$ cat config.mk
export PLATFORM = sky130hd
export DESIGN_NAME = vram_dma
export DESIGN_NICKNAME = d
export VERILOG_FILES = /design/src/rtl/vram_dma.sv
export SDC_FILE = /design/constraint.sdc
export NUM_CORES = 1
export LEC_CHECK = 0
export CAP_MARGIN = 20
export CELL_PAD_IN_SITES_DETAIL_PLACEMENT = 0
export CELL_PAD_IN_SITES_GLOBAL_PLACEMENT = 1
export CORE_UTILIZATION = 34
export CTS_CLUSTER_SIZE = 12
export DETAILED_ROUTE_END_ITERATION = 12
export PLACE_DENSITY_LB_ADDON = 0.1
export SKIP_LAST_GASP = 1
export SYNTH_ARGS = -nofsm -noshare
export SYNTH_HDL_FRONTEND = slang
export SYNTH_SLANG_ARGS = --single-unit
$ cat constraint.sdc
create_clock -name cpu_clk -period 2.3 [get_ports cpu_clk]
set_clock_uncertainty 0.05 [all_clocks]
set_input_delay 0.23 -clock cpu_clk [delete_from_list [all_inputs] [get_ports cpu_clk]]
set_output_delay 0.23 -clock cpu_clk [all_outputs]
set_load 0.005 [all_outputs]
$ cat src/rtl/vram_dma.sv
// Byte-wide DMA from CPU space into VRAM, gated by vblank.
// Destinations outside the PMB/NTBL windows are walked over without a write strobe.
`ifndef VRAM_ADDR_WIDTH
`define VRAM_ADDR_WIDTH 12
`endif

// state   | meaning
// IDLE    | waiting for start
// READ    | issue source read (waits for vblank)
// CAPTURE | source data returns, latch into hold register
// WRITE   | write held byte to VRAM (waits for vblank if in range)
// FINISH  | one-cycle done pulse
module vram_dma #(
  parameter int                         VRAM_ADDR_WIDTH = `VRAM_ADDR_WIDTH,
  parameter logic [VRAM_ADDR_WIDTH-1:0] PMB_BASE        = VRAM_ADDR_WIDTH'(12'h200),
  parameter logic [VRAM_ADDR_WIDTH-1:0] NTBL_BASE       = VRAM_ADDR_WIDTH'(12'h400)
) (
  input  logic                       cpu_clk,
  input  logic                       rst,
  input  logic                       start,
  input  logic [15:0]                src_base,
  input  logic [VRAM_ADDR_WIDTH-1:0] dst_base,
  input  logic [10:0]                length,
  input  logic                       vblank,
  output logic [15:0]                src_addr,
  output logic                       src_rd,
  input  logic [7:0]                 src_data,
  output logic [VRAM_ADDR_WIDTH-1:0] vram_address,
  output logic [7:0]                 data_out,
  output logic                       write_enable,
  output logic                       SELECT_pmb,
  output logic                       SELECT_ntbl,
  output logic                       busy,
  output logic                       done
);

  localparam logic [2:0] S_IDLE    = 3'd0;
  localparam logic [2:0] S_READ    = 3'd1;
  localparam logic [2:0] S_CAPTURE = 3'd2;
  localparam logic [2:0] S_WRITE   = 3'd3;
  localparam logic [2:0] S_FINISH  = 3'd4;

  localparam int AW = VRAM_ADDR_WIDTH;

  logic [2:0]    state_q, state_d;
  logic [15:0]   src_q, src_d;
  logic [AW-1:0] dst_q, dst_d;
  logic [10:0]   cnt_q, cnt_d;
  logic [7:0]    data_q, data_d;

  // One extra bit so the window upper bounds cannot overflow the address width.
  logic [AW:0] addr_ext, pmb_lo, pmb_hi, ntbl_lo, ntbl_hi;
  logic        in_pmb, in_ntbl, in_range;

  assign addr_ext = {1'b0, dst_q};
  assign pmb_lo   = {1'b0, PMB_BASE};
  assign pmb_hi   = pmb_lo + (AW+1)'(512);
  assign ntbl_lo  = {1'b0, NTBL_BASE};
  assign ntbl_hi  = ntbl_lo + (AW+1)'(1024);
  assign in_pmb   = (addr_ext >= pmb_lo) && (addr_ext < pmb_hi);
  assign in_ntbl  = (addr_ext >= ntbl_lo) && (addr_ext < ntbl_hi);
  assign in_range = in_pmb || in_ntbl;

  always_comb begin
    state_d = state_q;
    src_d   = src_q;
    dst_d   = dst_q;
    cnt_d   = cnt_q;
    data_d  = data_q;
    case (state_q)
      S_IDLE: begin
        if (start) begin
          src_d   = src_base;
          dst_d   = dst_base;
          cnt_d   = length;
          state_d = (length == 11'd0) ? S_FINISH : S_READ;
        end
      end
      S_READ: begin
        if (vblank) state_d = S_CAPTURE;
      end
      S_CAPTURE: begin
        data_d  = src_data;
        state_d = S_WRITE;
      end
      S_WRITE: begin
        // Out-of-window bytes are consumed without waiting for vblank.
        if (vblank || !in_range) begin
          src_d   = src_q + 16'd1;
          dst_d   = dst_q + AW'(1);
          cnt_d   = cnt_q - 11'd1;
          state_d = (cnt_q == 11'd1) ? S_FINISH : S_READ;
        end
      end
      S_FINISH: state_d = S_IDLE;
      default:  state_d = S_IDLE;
    endcase
  end

  always_ff @(posedge cpu_clk) begin
    if (!rst) begin
      state_q <= S_IDLE;
      src_q   <= '0;
      dst_q   <= '0;
      cnt_q   <= '0;
      data_q  <= '0;
    end else begin
      state_q <= state_d;
      src_q   <= src_d;
      dst_q   <= dst_d;
      cnt_q   <= cnt_d;
      data_q  <= data_d;
    end
  end

  // Outputs are forced low while rst is asserted, before the reset edge lands.
  assign src_rd       = rst && (state_q == S_READ) && vblank;
  assign write_enable = rst && (state_q == S_WRITE) && vblank && in_range;
  assign SELECT_pmb   = write_enable && in_pmb;
  assign SELECT_ntbl  = write_enable && in_ntbl;
  assign busy         = rst && (state_q != S_IDLE);
  assign done         = rst && (state_q == S_FINISH);
  assign src_addr     = rst ? src_q : 16'd0;
  assign vram_address = rst ? dst_q : '0;
  assign data_out     = rst ? data_q : 8'd0;

endmodule

======== Word level (Yosys, flattened, before mapping) ========
Index checks and enable logic that the tools add are counted.
word-level totals
  memories ................................ 0
  bits in writable memories ............... 0
  memory bits (read-only) ................. 0
  flip-flop bits (word level) ............. 50
  word-level logic and storage cells ...... 58
  bits of input ports ..................... 51
  latch bits .............................. 0
  output and inout port bits .............. 42
operators by class
  muxes and demuxes ....................... 18
  reduce and logical (&&, ||, !) cells .... 20
  div/mod/pow operators ................... 0
  $mul .................................... 0
  magnitude comparators ................... 4
  shifts and indexed selects .............. 0
  bitwise logic cells ..................... 0
  $add $sub $neg .......................... 3
  eq/ne operators ......................... 8
operators by type and width
  cell                   count
  $mux 16                3
  $mux 12                3
  $pmux 16 s2            1
  $pmux 12 s2            1
  $mux 11                2
  $pmux 11 s2            1
  $add 16x1->16 const B  1
  $mux 3                 5
  $add 12x1->12 const B  1
  $ge 12x10->1 const B   1
  $ge 12x11->1 const B   1
  $lt 12x11->1 const B   1
  $lt 12x12->1 const B   1
  $pmux 3 s4             1
  $eq 11x1->1 const B    1
  $logic_and 1x1->1      11
  $logic_not 11->1       1
  $sub 11x1->11 const B  1
  $mux 8                 1
  $eq 3x2->1 const B     2
  $ne 2x2->1 const B     3
  $reduce_and 3->1       2
  $eq 3x1->1 const B     1
  $eq 3x3->1 const B     1
  other kinds (5)        6

======== Longest topological paths before layout ========
  depth after elaboration ................. 7
  depth in mapped cells ................... 8
  mapped depth without buffers ............ 7

======== Worst setup path before layout ========
OpenSTA, ideal clock, no wires.
  kind .................................... register to register
  start point ............................. reg src_q[0]
  end point ............................... reg src_q[14]
  cell stages (with the launch flop) ...... 7
  period minus slack after synthesis ...... 1713 ps
  data required time ...................... 2175 ps
  setup time .............................. 75 ps
  arrival ................................. 1588 ps
  buffers on the path ..................... 0
  slack ................................... 587 ps
  cells stage by stage .................... dfxtp_1 > ha_1 > and4_4 > nand3_2 > or3_1 > o31a_1 > o22ai_1
between the ends
  cells in the longest elaborated chain, start to end .. 3
RTL lines
  element                 line  RTL
  start, declared         46    logic [15:0] src_q, src_d;
  start signal, assigned  109   src_q <= src_d;
  $add 16x1->16           89    src_d = src_q + 16'd1;
  $mux 16                 88    if (vblank || !in_range) begin
  $pmux 16 s2             70    case (state_q)
No other way between the ends. The select of a mux whose other input is x is not followed.
A chain may end at the register's enable or synchronous reset.

======== Worst setup path after layout ========
  start point ............................. reg state_q[0]
  end point ............................... out SELECT_pmb
between the ends
  cells in the longest elaborated chain, start to end .. 5
RTL lines
  element                          line  RTL
  start, declared                  45    logic [2:0] state_q, state_d;
  start signal, assigned           108   state_q <= state_d;
  $eq 3x2->1                       118   assign write_enable = rst && (state_q == S_WRITE) && vblank && in_range;
  $logic_and 1x1->1 (3 in series)  118
  $logic_and 1x1->1                119   assign SELECT_pmb = write_enable && in_pmb;
  end, declared                    31    output logic SELECT_pmb,
No other way between the ends.

==> impl_metrics.json <==
{
  "status": "complete, no violations",
  "power_density_nw_per_um2": 519,
  "routed_via_density": 5.36,
  "r2r_start": "state_q[0]$_SDFFE_PN0P_",
  "synthArstFlopShare_pct": 0,
  "ctsHoldBuffers": 0,
  "critPathCaptureType": "primary output",
  "gp_congestion": 0.822,
  "min_from": "src_base[1]",
  "core_area_um2": 9200,
  "cts_root_buf": "clkbuf_8",
  "tightest_slew_ns": 0.458,
  "critical_path.cell_chain": "and3b_1 -> nand3_1 -> nor2_1 -> clkdlybuf4s50_1",
  "setup_tns_ns": 0,
  "post_drt_wl_per_cell_um": 15.8,
  "dr.pass1.iters": 4,
  "p_leak_uw": 0.00163,
  "via_count": 3388,
  "core.rowCount": 35,
  "area_growth_pct": 37.9,
  "grt_max_degree": 40,
  "yosysTopAreaCell": "dfxtp_1",
  "timing.final.crit_share_pct": 93.2,
  "diodes": 0,
  "grt_setup_unrepaired": "false",
  "die_area_um2": 9810,
  "synth_edf_count": 0,
  "slowest_delay_ns": 0.54,
  "startpoint_type": "register",
  "die_x_um": 99.0,
  "cts_sinks": 50,
  "crit_slowest_cell": "dfxtp_1",
  "yosysSeqAreaShare_pct": 31.3,
  "syn_area_um2": 3200,
  "num-nets-final": 576,
  "worstSetupPathType": "register to primary output",
  "h-tree-depth": 2,
  "ys_ff_latch": 50,
  "cp.buffers_inverters": 1,
  "globalRouteOverflowTotal": 0,
  "cts_resized": 0,
  "min_path_cells": 3,
  "grt_pass1_vias": 3317,
  "dpl.hpwl_um": 7190,
  "numCtsBuffers": 5,
  "reg2reg_depth": 6,
  "clk_latency_ns": 0.31,
  "whs_endpoint": "src_q[1]$_SDFFE_PN0P_",
  "layout-drive-gt1-share_pct": 8.83,
  "routed_wl_um": 9980,
  "io_buffers": 92,
  "crit_family": "flip-flops",
  "synth_area_leaders": "dfxtp_1 (31%), and2_1 (6.1%), a21oi_1 (5.9%)",
  "r2r-end": "dst_q[9]$_SDFFE_PN0P_",
  "netlist.area_leader.share_pct": 31.3,
  "synth_cells": 425,
  "tritoncts": "done",
  "clock_path_buffers": 2,
  "grtUsageTotal_pct": 20.9,
  "die_h_um": 99.0,
  "hold_class": "primary input to register",
  "peakVddDrop_mv": 0.247,
  "path_max_fanout": 12,
  "ys_warn_count": 0,
  "synthesis.nets": 481,
  "first_iter_violations": 122,
  "ioPinCount": 93,
  "avgSynthCellArea_um2": 7.53,
  "r2r_slack_ns": 0.31,
  "grt_pass1_wl_um": 16400,
  "slew_headroom_pct": 69.4,
  "slew_viol_final": 0,
  "ant_nets": 0,
  "cts.reportedPaths.clkPinSlew_ns": 0.10,
  "hold_violations": 0,
  "cts_setup_buffers": 0,
  "drcViolationCount": 0,
  "antenna_found_initial": 0,
  "cp.arrival_ns": 1.86,
  "synthFlopType": "dfxtp_1",
  "fin_crit_ns": 2.14,
  "cp_data_required_time_ns": 2.02,
  "finalPower_uw": 2290,
  "start_util_pct": 34.8,
  "max_freq_ghz": 0.466,
  "cap_viol_max_count": 0,
  "synth_cell_types": 59,
  "setup_viol": 0
}
-- kinds of logic after synthesis --
group | after synthesis | share of synthesized area [%]
flops | 50 | 31.3
compound gates | 116 | 23.4
buf+inv | 41 | 6.80
simple gates | 203 | 33.5
fa+ha+maj | 5 | 1.95
mux | 10 | 3.13
-- metal layers --
layer	global-route usage, %	up-vias	share of wire, %
met1	28.1	1559	47
met2	33.5	92	45
li1	-	1728	-
met5	0	-	0
met4	6.08	0	1.2
met3	4.40	9	6.2
-- how the worst max path moves through the flow --
stage,startpoint,to,slack (ns),cells after the start
6_report,state_q[0]$_SDFFE_PN0P_,SELECT_pmb,0.16,4
5_1_grt,state_q[0]$_SDFFE_PN0P_,SELECT_pmb,0.006,4
4_1_cts,state_q[0]$_SDFFE_PN0P_,SELECT_pmb,0.13,4
3_5_place_dp,rst,write_enable,0.16,5
3_3_place_gp,rst,SELECT_ntbl,0.17,5
2_1_floorplan,src_q[0]$_SDFFE_PN0P_,src_q[14]$_SDFFE_PN0P_,0.59,6
-- power breakdown --
group | total [uW] | switching, uW | leakage, uW | internal, uW
combinational | 659 | 317 | 0.00116 | 343
sequential | 1040 | 96.2 | 0.000410 | 942
clock | 596 | 319 | 0.0000544 | 277
-- registers in the layout, indices dropped and copies added, names as in the netlist --
signal,flops
src_q,16
state_q,3
dst_q,12
data_q,8
cnt_q,11
-- cells in the mapped netlist (2+ instances only) --
| cell type | n |
|---|---|
| o32ai_1 | 2 |
| ha_1 | 5 |
| a311oi_1 | 2 |
| a21oi_1 | 38 |
| a32oi_1 | 4 |
| buf_2 | 11 |
| inv_1 | 13 |
| nand3_2 | 2 |
| o2bb2ai_1 | 4 |
| and3_1 | 8 |
| o21a_1 | 6 |
| nand3b_1 | 2 |
| o22ai_1 | 14 |
| a22oi_1 | 4 |
| nand2_1 | 43 |
| dfxtp_1 | 50 |
| buf_6 | 6 |
| nor2_1 | 42 |
| a31oi_1 | 5 |
| nand4_1 | 2 |
| nand3_1 | 23 |
| a211oi_1 | 4 |
| clkbuf_1 | 8 |
| nor2b_1 | 4 |
| mux2i_1 | 10 |
| and4_4 | 2 |
| o21ai_0 | 12 |
| nor3b_1 | 5 |
| or3_1 | 3 |
| a21boi_0 | 4 |
| o211ai_1 | 5 |
| nand2b_1 | 3 |
| nor3_1 | 15 |
| and2_1 | 31 |
| nor4_1 | 6 |
| o31a_1 | 4 |
-- worst register-to-register path, cell delays in order (launching register included) --
cell and delay (ns):
dfxtp_1 0.54, and3b_1 0.32, buf_4 0.24, o21ai_2 0.14, nand2_4 0.21, nand2_2 0.21, o211ai_1 0.21
-- layout by cell type (no fill, tap or decap), drive strengths merged, types with 2 or more instances in the layout --
cell,netlist,final
nand2,45,45
o31a,4,4
ha,5,5
nand2b,3,3
and4,2,2
clkbuf,9,7
nor2b,4,4
nor3,16,16
o21a,6,6
clkdlybuf4s50,0,92
or4,2,2
nor3b,5,5
o32ai,2,2
a32oi,4,4
mux2i,10,10
a21oi,38,38
o22ai,14,14
dfxtp,50,50
o2bb2ai,4,4
a22oi,4,4
or3,3,3
and3,8,8
nand3b,2,2
nand4,2,2
a21boi,4,4
nand3,25,25
buf,19,24
nor4,7,7
o211ai,5,5
nor2,44,44
inv,13,13
o21ai,14,14
a211oi,4,4
a31oi,5,5
and2,32,32
a311oi,2,2
-- area by class of cell --
cell class | count | area [um2]
fillers | 961 | 4780
multi-input cells | 334 | 1980
repair buffers | 116 | 1140
flip-flops and latches | 50 | 1000
well taps | 111 | 139
clock buffers | 7 | 96.3
inverters | 13 | 48.8
clock inverters | 1 | 8.76
-- stage by stage --
step / hold slack, ns / cells / utilization, % / instance area [um2] / setup slack (ns)
2_1_floorplan: 0.327 / 425 / - / 3200 / 0.587
3_3_place_gp: 0.414 / 624 / 46.9 / 4310 / 0.167
3_5_place_dp: 0.427 / 624 / 46.9 / 4310 / 0.162
4_1_cts: 0.436 / 632 / 48.0 / 4420 / 0.126
5_1_grt: 0.462 / 632 / 48.0 / 4420 / 0.00604
6_report: 0.439 / 632 / 48.0 / 4420 / 0.156
Note: power is estimated with default switching activity, not from simulation.
==> patch 1 (same settings) <==
The macro `VRAM_ADDR_WIDTH` goes from 12 to 11.
--- a/src/rtl/vram_dma.sv
+++ b/src/rtl/vram_dma.sv
@@ -3,3 +3,3 @@
 `ifndef VRAM_ADDR_WIDTH
-`define VRAM_ADDR_WIDTH 12
+`define VRAM_ADDR_WIDTH 11
 `endif
Interface: changed (resized dst_base and vram_address); port bits go from 93 to 91. No check against the original RTL was run, so the function may have changed too.
==> patch 1 against the unedited design <==
Wire length is 5.2% lower. Sequential cell count fell by 1. Cell area fell by 1.0%. Core utilization fell by 0.49 points. Area after synthesis grew 0.23%. Register-to-register slack improved by 110 ps. Worst setup slack lost 13 ps. Worst hold slack hardly changed. Maximum frequency is 0.62% lower. Critical path type unchanged. Global-route usage shrank 1.3 points. Via count is 2.5% higher. Power decreased by 1.8%.
==> patch 1: results (changes against the unedited design) <==
stage,metric,value,unit,change
final_layout,max FFs per register,16,,unchanged
worst_setup_path,R2R Setup Slk,420,ps,+110 ps
worst_setup_path,critical path's slowest cell,clkdlybuf4s50_1,,
logic_synthesis,Synth area leaders,"dfxtp_1, nand2_1, and2_1",,
worst_setup_path,R2R depth,5,,-1
cts,clock latency on the worst-skew pair,310,ps,about the same
global_route,initial antenna violation count,0,,unchanged
place,I/O Buffers,90,,-2.2%
cts,"Setup Fix Bufs, Post-CTS",0,,unchanged
timing,Worst Hold Slack,439,ps,-0.00700 ps
worst_setup_path,reg2reg end,src_q[14]$_SDFFE_PN0P_,,
global_route,GR Util All Layers,19.6,%,-1.3 points
logic_synthesis,"EDFF count, synth",0,,unchanged
worst_setup_path,CP peak stage delay,490,ps,-50 ps
logic_synthesis,"Avg Cell Area, Syn",7.57,um^2,+0.47%
logic_synthesis,Ys Warns,0,,unchanged
route,vias post-DR,3473,,+2.5%
status,status,"complete, no violations",,
job,max cap viols,0,,unchanged
cts,"Clk pin slew, worst setup/hold paths",90,ps,
place,post-DP HPWL,6.78,mm,-5.7%
min_path,hold worst-path end,cnt_q[1]$_SDFFE_PN0P_,,
final_layout,Top Registers,"src_q (16), cnt_q (11), dst_q (11)",,
logic_synthesis,top post-synthesis cells by count,"nand2_1, dfxtp_1, a21oi_1",,
logic_synthesis,sequential share of the synthesized area,30.6,%,-0.70 points
cts,H-Tree Depth,2,,unchanged
cts,Post-CTS Resized,0,,unchanged
place,Placed Cells,614,,-1.6%
route,drt first-iter violations,142,,+16%
logic_synthesis,Post-synth ARST share,0,%,unchanged
logic_synthesis,post-synth cell types,61,,+3.4%
global_route,first-pass GRT wire length,15.7,mm,-4.2%
min_path,hold_sp,cnt_q[1]$_SDFFE_PN0P_,,
power,Static Leak,0.00162,uW,-0.47%
min_path,WHS Path Cells,2,,-1
cts,CTS buffer count,5,,unchanged
final_layout,fraction of layout instances using a drive strength above 1,7.84,%,-0.99 points
worst_setup_path,worst-path maximum fanout,5,,-7
timing,max_slew headroom,59.0,%,-10 points
power,VDD IR max,0.212,mV,-14%
global_route,vias in the first global route,3324,,+0.21%
worst_setup_path,"Arr. time, crit path",1880,ps,+20 ps
worst_setup_path,worst reg2reg startpoint,src_q[0]$_SDFFE_PN0P_,,
min_path,Hold/Removal Path Class,flop to flop,,
logic_synthesis,ys flop type,dfxtp_1,,
route,First-pass DRT Iterations,6,,+2
worst_setup_path,"CP delay by family, top",simple AND/OR/NAND/NOR gates,,
place,gpl congestion,0.830,,+1.0%
route,Avg WL per Cell,15.2,um,-3.5%
route,drt total wl,9.46,mm,-5.2%
final_layout,ANT cells,0,,unchanged
cts,CTS max path bufs,2,,unchanged
final_layout,Post-layout nets,565,,-1.9%
global_route,pin count of the biggest net entering global routing,71,,+78%
logic_synthesis,Syn Nets,479,,-0.42%
cts,clk root buf,clkbuf_8,,
==> patch 1: worst max-delay path by stage <==
stage	from	to	slack [ps]	depth (start not counted)
global placement	start	dst_q[5]$_SDFFE_PN0P_	90	6
finish	state_q[1]$_SDFFE_PN0P_	SELECT_ntbl	140	4
detailed placement	start	dst_q[5]$_SDFFE_PN0P_	80	6
CTS	state_q[1]$_SDFFE_PN0P_	SELECT_ntbl	110	4
floorplan	state_q[1]$_SDFFE_PN0P_	cnt_q[6]$_SDFFE_PN0P_	590	6
global route	state_q[1]$_SDFFE_PN0P_	SELECT_ntbl	40	4
==> patch 1: per-stage QoR <==
step	setup slack, ps	total power [uW]	instance area (um^2)
after CTS	110	2270	4370
after floorplan	587	1430	3210
after global placement	94.3	1730	4280
after global routing	44.1	2390	4370
after detailed placement	79.4	1740	4280
final	143	2250	4370
==> patch 1: where the power goes <==
| part | switching (uW) | internal [uW] | total, uW |
|---|---|---|---|
| combinational | 339 | 353 | 692 |
| sequential | 95.3 | 930 | 1030 |
| clock | 294 | 240 | 534 |
==> patch 1: cells by family after synthesis <==
family / count (synthesis) / share of synthesized area, %
AOI/OAI and AO/OA: 118 / 25.6
adders and majority gates: 5 / 1.95
DFF: 49 / 30.6
muxes: 10 / 3.12
and+or+nand+nor: 195 / 32.3
buffers and inverters: 47 / 6.47
==> patch 1: area by class of cell <==
cell class	count	area (um^2)
Clock buffer	7	86.3
Fill cell	975	4830
Inverter	14	52.6
Multi-Input combinational cell	328	2020
Sequential cell	49	981
Tap cell	111	139
Timing Repair Buffer	112	1090
==> patch 1: layer usage <==
layer / track usage (%) / vias up / part of all wire, %
met5: 0 / - / 0
met4: 4.64 / 0 / 0.89
met3: 2.60 / 9 / 3.6
met2: 33.6 / 85 / 47
met1: 26.1 / 1646 / 49
li1: - / 1733 / -
==> patch 2 (same settings) <==
Made on the original files. Take the reset off `data_q` and load it in a clocked block of its own.
--- a/src/rtl/vram_dma.sv
+++ b/src/rtl/vram_dma.sv
@@ -105,3 +105,2 @@
       cnt_q   <= '0;
-      data_q  <= '0;
     end else begin
@@ -111,4 +110,7 @@
       cnt_q   <= cnt_d;
-      data_q  <= data_d;
     end
+  end
+
+  always_ff @(posedge cpu_clk) begin
+    data_q <= data_d;
   end
Behaviour: differs if rst is asserted again (counterexample within 4 cycles, from zero or initial values and one cycle with rst low); with rst held inactive, the same outputs for 10 cycles.
==> patch 2 against the unedited design <==
Worst setup slack lost 61 ps. Clock power grew 7.0%. Area after synthesis shrank 4.1%. Maximum frequency shrank 2.8%. Sequential cell count is the same. Power grew 11%. Die area shrank 4.0%. Critical endpoint is now vram_address[2]. Core utilization grew 1.6 points. Wire length shrank 5.7%. Sequential power grew 5%. Cell area shrank 2.0%. Cell count shrank 4.6%.
==> patch 2: results (changes against the unedited design) <==
stage,metric,value,unit,change
logic_synthesis,post-synth cell types,56,,-5.1%
global_route,GR Util All Layers,20.2,%,-0.67 points
status,status,"complete, no violations",,
global_route,initial antenna violation count,0,,unchanged
global_route,first-pass GRT wire length,15.5,mm,-5.4%
route,drt first-iter violations,112,,-8.2%
route,Avg WL per Cell,15.6,um,-1.2%
power,Static Leak,0.00164,uW,+0.66%
timing,FMAX,0.454,GHz,-2.8%
route,Vias/cell,5.47,,+2.0%
logic_synthesis,top post-synthesis cells by count,"nand2_1, dfxtp_1, a21oi_1",,
logic_synthesis,"EDFF count, synth",8,,+8
logic_synthesis,Post-Synth Adder-Cell Area,2.04,%,+0.084 points
power,VDD IR max,0.301,mV,+22%
logic_synthesis,Ys Warns,0,,unchanged
worst_setup_path,"Arr. time, crit path",1920,ps,+60 ps
timing,Slew @ Worst Pin,835,ps,+377 ps
global_route,vias in the first global route,3097,,-6.6%
logic_synthesis,sequential share of the synthesized area,35.2,%,+3.9 points
worst_setup_path,worst-path maximum fanout,20,,+8
logic_synthesis,post-synthesis xor/xnor area fraction,0,%,unchanged
final_layout,filler cell count,890,,-7.4%
power,internal power,1710,uW,+9.5%
logic_synthesis,complex-gate fraction of the synthesized area,27.4,%,+4.0 points
place,post-DP HPWL,6.82,mm,-5.2%
logic_synthesis,Synth area leaders,"dfxtp_1, edfxtp_1, a21oi_1",,
logic_synthesis,mux contribution to synthesized area,0,%,-3.1 points
## patch 2: cell count changes in the layout (fill, tap and decap cells not counted), moves of 8 or more
cell / before / now
and2_1: 31 / 23
dfxtp_1: 50 / 41
edfxtp_1: 0 / 8
mux2i_1: 10 / 0
nor2_1: 42 / 28
o21ai_1: 1 / 19
## patch 2: metal layers
metal | part of all wire [%] | GRT usage (%)
met2 | 47 | 33.6
met3 | 3.8 | 3.32
met5 | 0 | 0
met4 | 1.3 | 4.82
met1 | 48 | 27.2
## patch 2: timing repair
item	in CTS	in global routing
cloned	0	0
setup endpoints to repair	1	1
resized for setup	2	2
## patch 2: final timing paths
check | from | to | slack (ps) | cells past startpoint
setup / recovery | rst | vram_address[2] | 100 | 5
hold / removal | src_data[2] | data_q[2]$_DFFE_PP_ | 420 | 1
setup reg to reg | cnt_q[0]$_SDFFE_PN0P_ | cnt_q[6]$_SDFFE_PN0P_ | 420 | 6
hold reg to reg | cnt_q[9]$_SDFFE_PN0P_ | cnt_q[9]$_SDFFE_PN0P_ | 470 | 2
## patch 2: through the flow
stage / worst slack, ps / total power, uW / cell area, um^2 / utilization [%] / std cells
detailed placement: 8.92 / 1920 / 4200 / 48.1 / 595
CTS: 44.1 / 2570 / 4320 / 49.5 / 603
global route: 12.2 / 2700 / 4330 / 49.6 / 603
floorplan: 632 / 1530 / 3070 / - / 403
global placement: -9.06 / 1910 / 4200 / 48.1 / 595
finish: 95.3 / 2540 / 4330 / 49.6 / 603
## patch 2: final cells by class
| class | count | share of cell area [%] |
|---|---|---|
| multi-input combinational | 307 | 42.0 |
| timing repair buffer | 112 | 25.7 |
| sequential | 50 | 25.0 |
| tap | 108 | 3.12 |
| clock buffer | 5 | 1.59 |
| inverter | 18 | 1.56 |
| clock inverter | 3 | 1.04 |
## patch 2: cell families (layout without fill, tap and decap cells)
kind of cell	Yosys count	after routing
fa+ha+maj	5	5
compound gates	126	126
buf+inv	46	138
simple gates	176	176
flops	50	50
## patch 2: power by group through the flow
stage	registers, uW	logic [uW]	clock network (uW)
4_1_cts	1090	811	667
3_5_place_dp	1110	806	0
5_1_grt	1110	889	703
6_report	1090	807	638
3_3_place_gp	1110	804	0
2_1_floorplan	1080	453	0
## patch 2: worst max-delay path: stages
cell and delay (ps):
clkdlybuf4s50_1 490, buf_4 250, buf_4 280, and2_1 170
clkdlybuf4s50_1 500
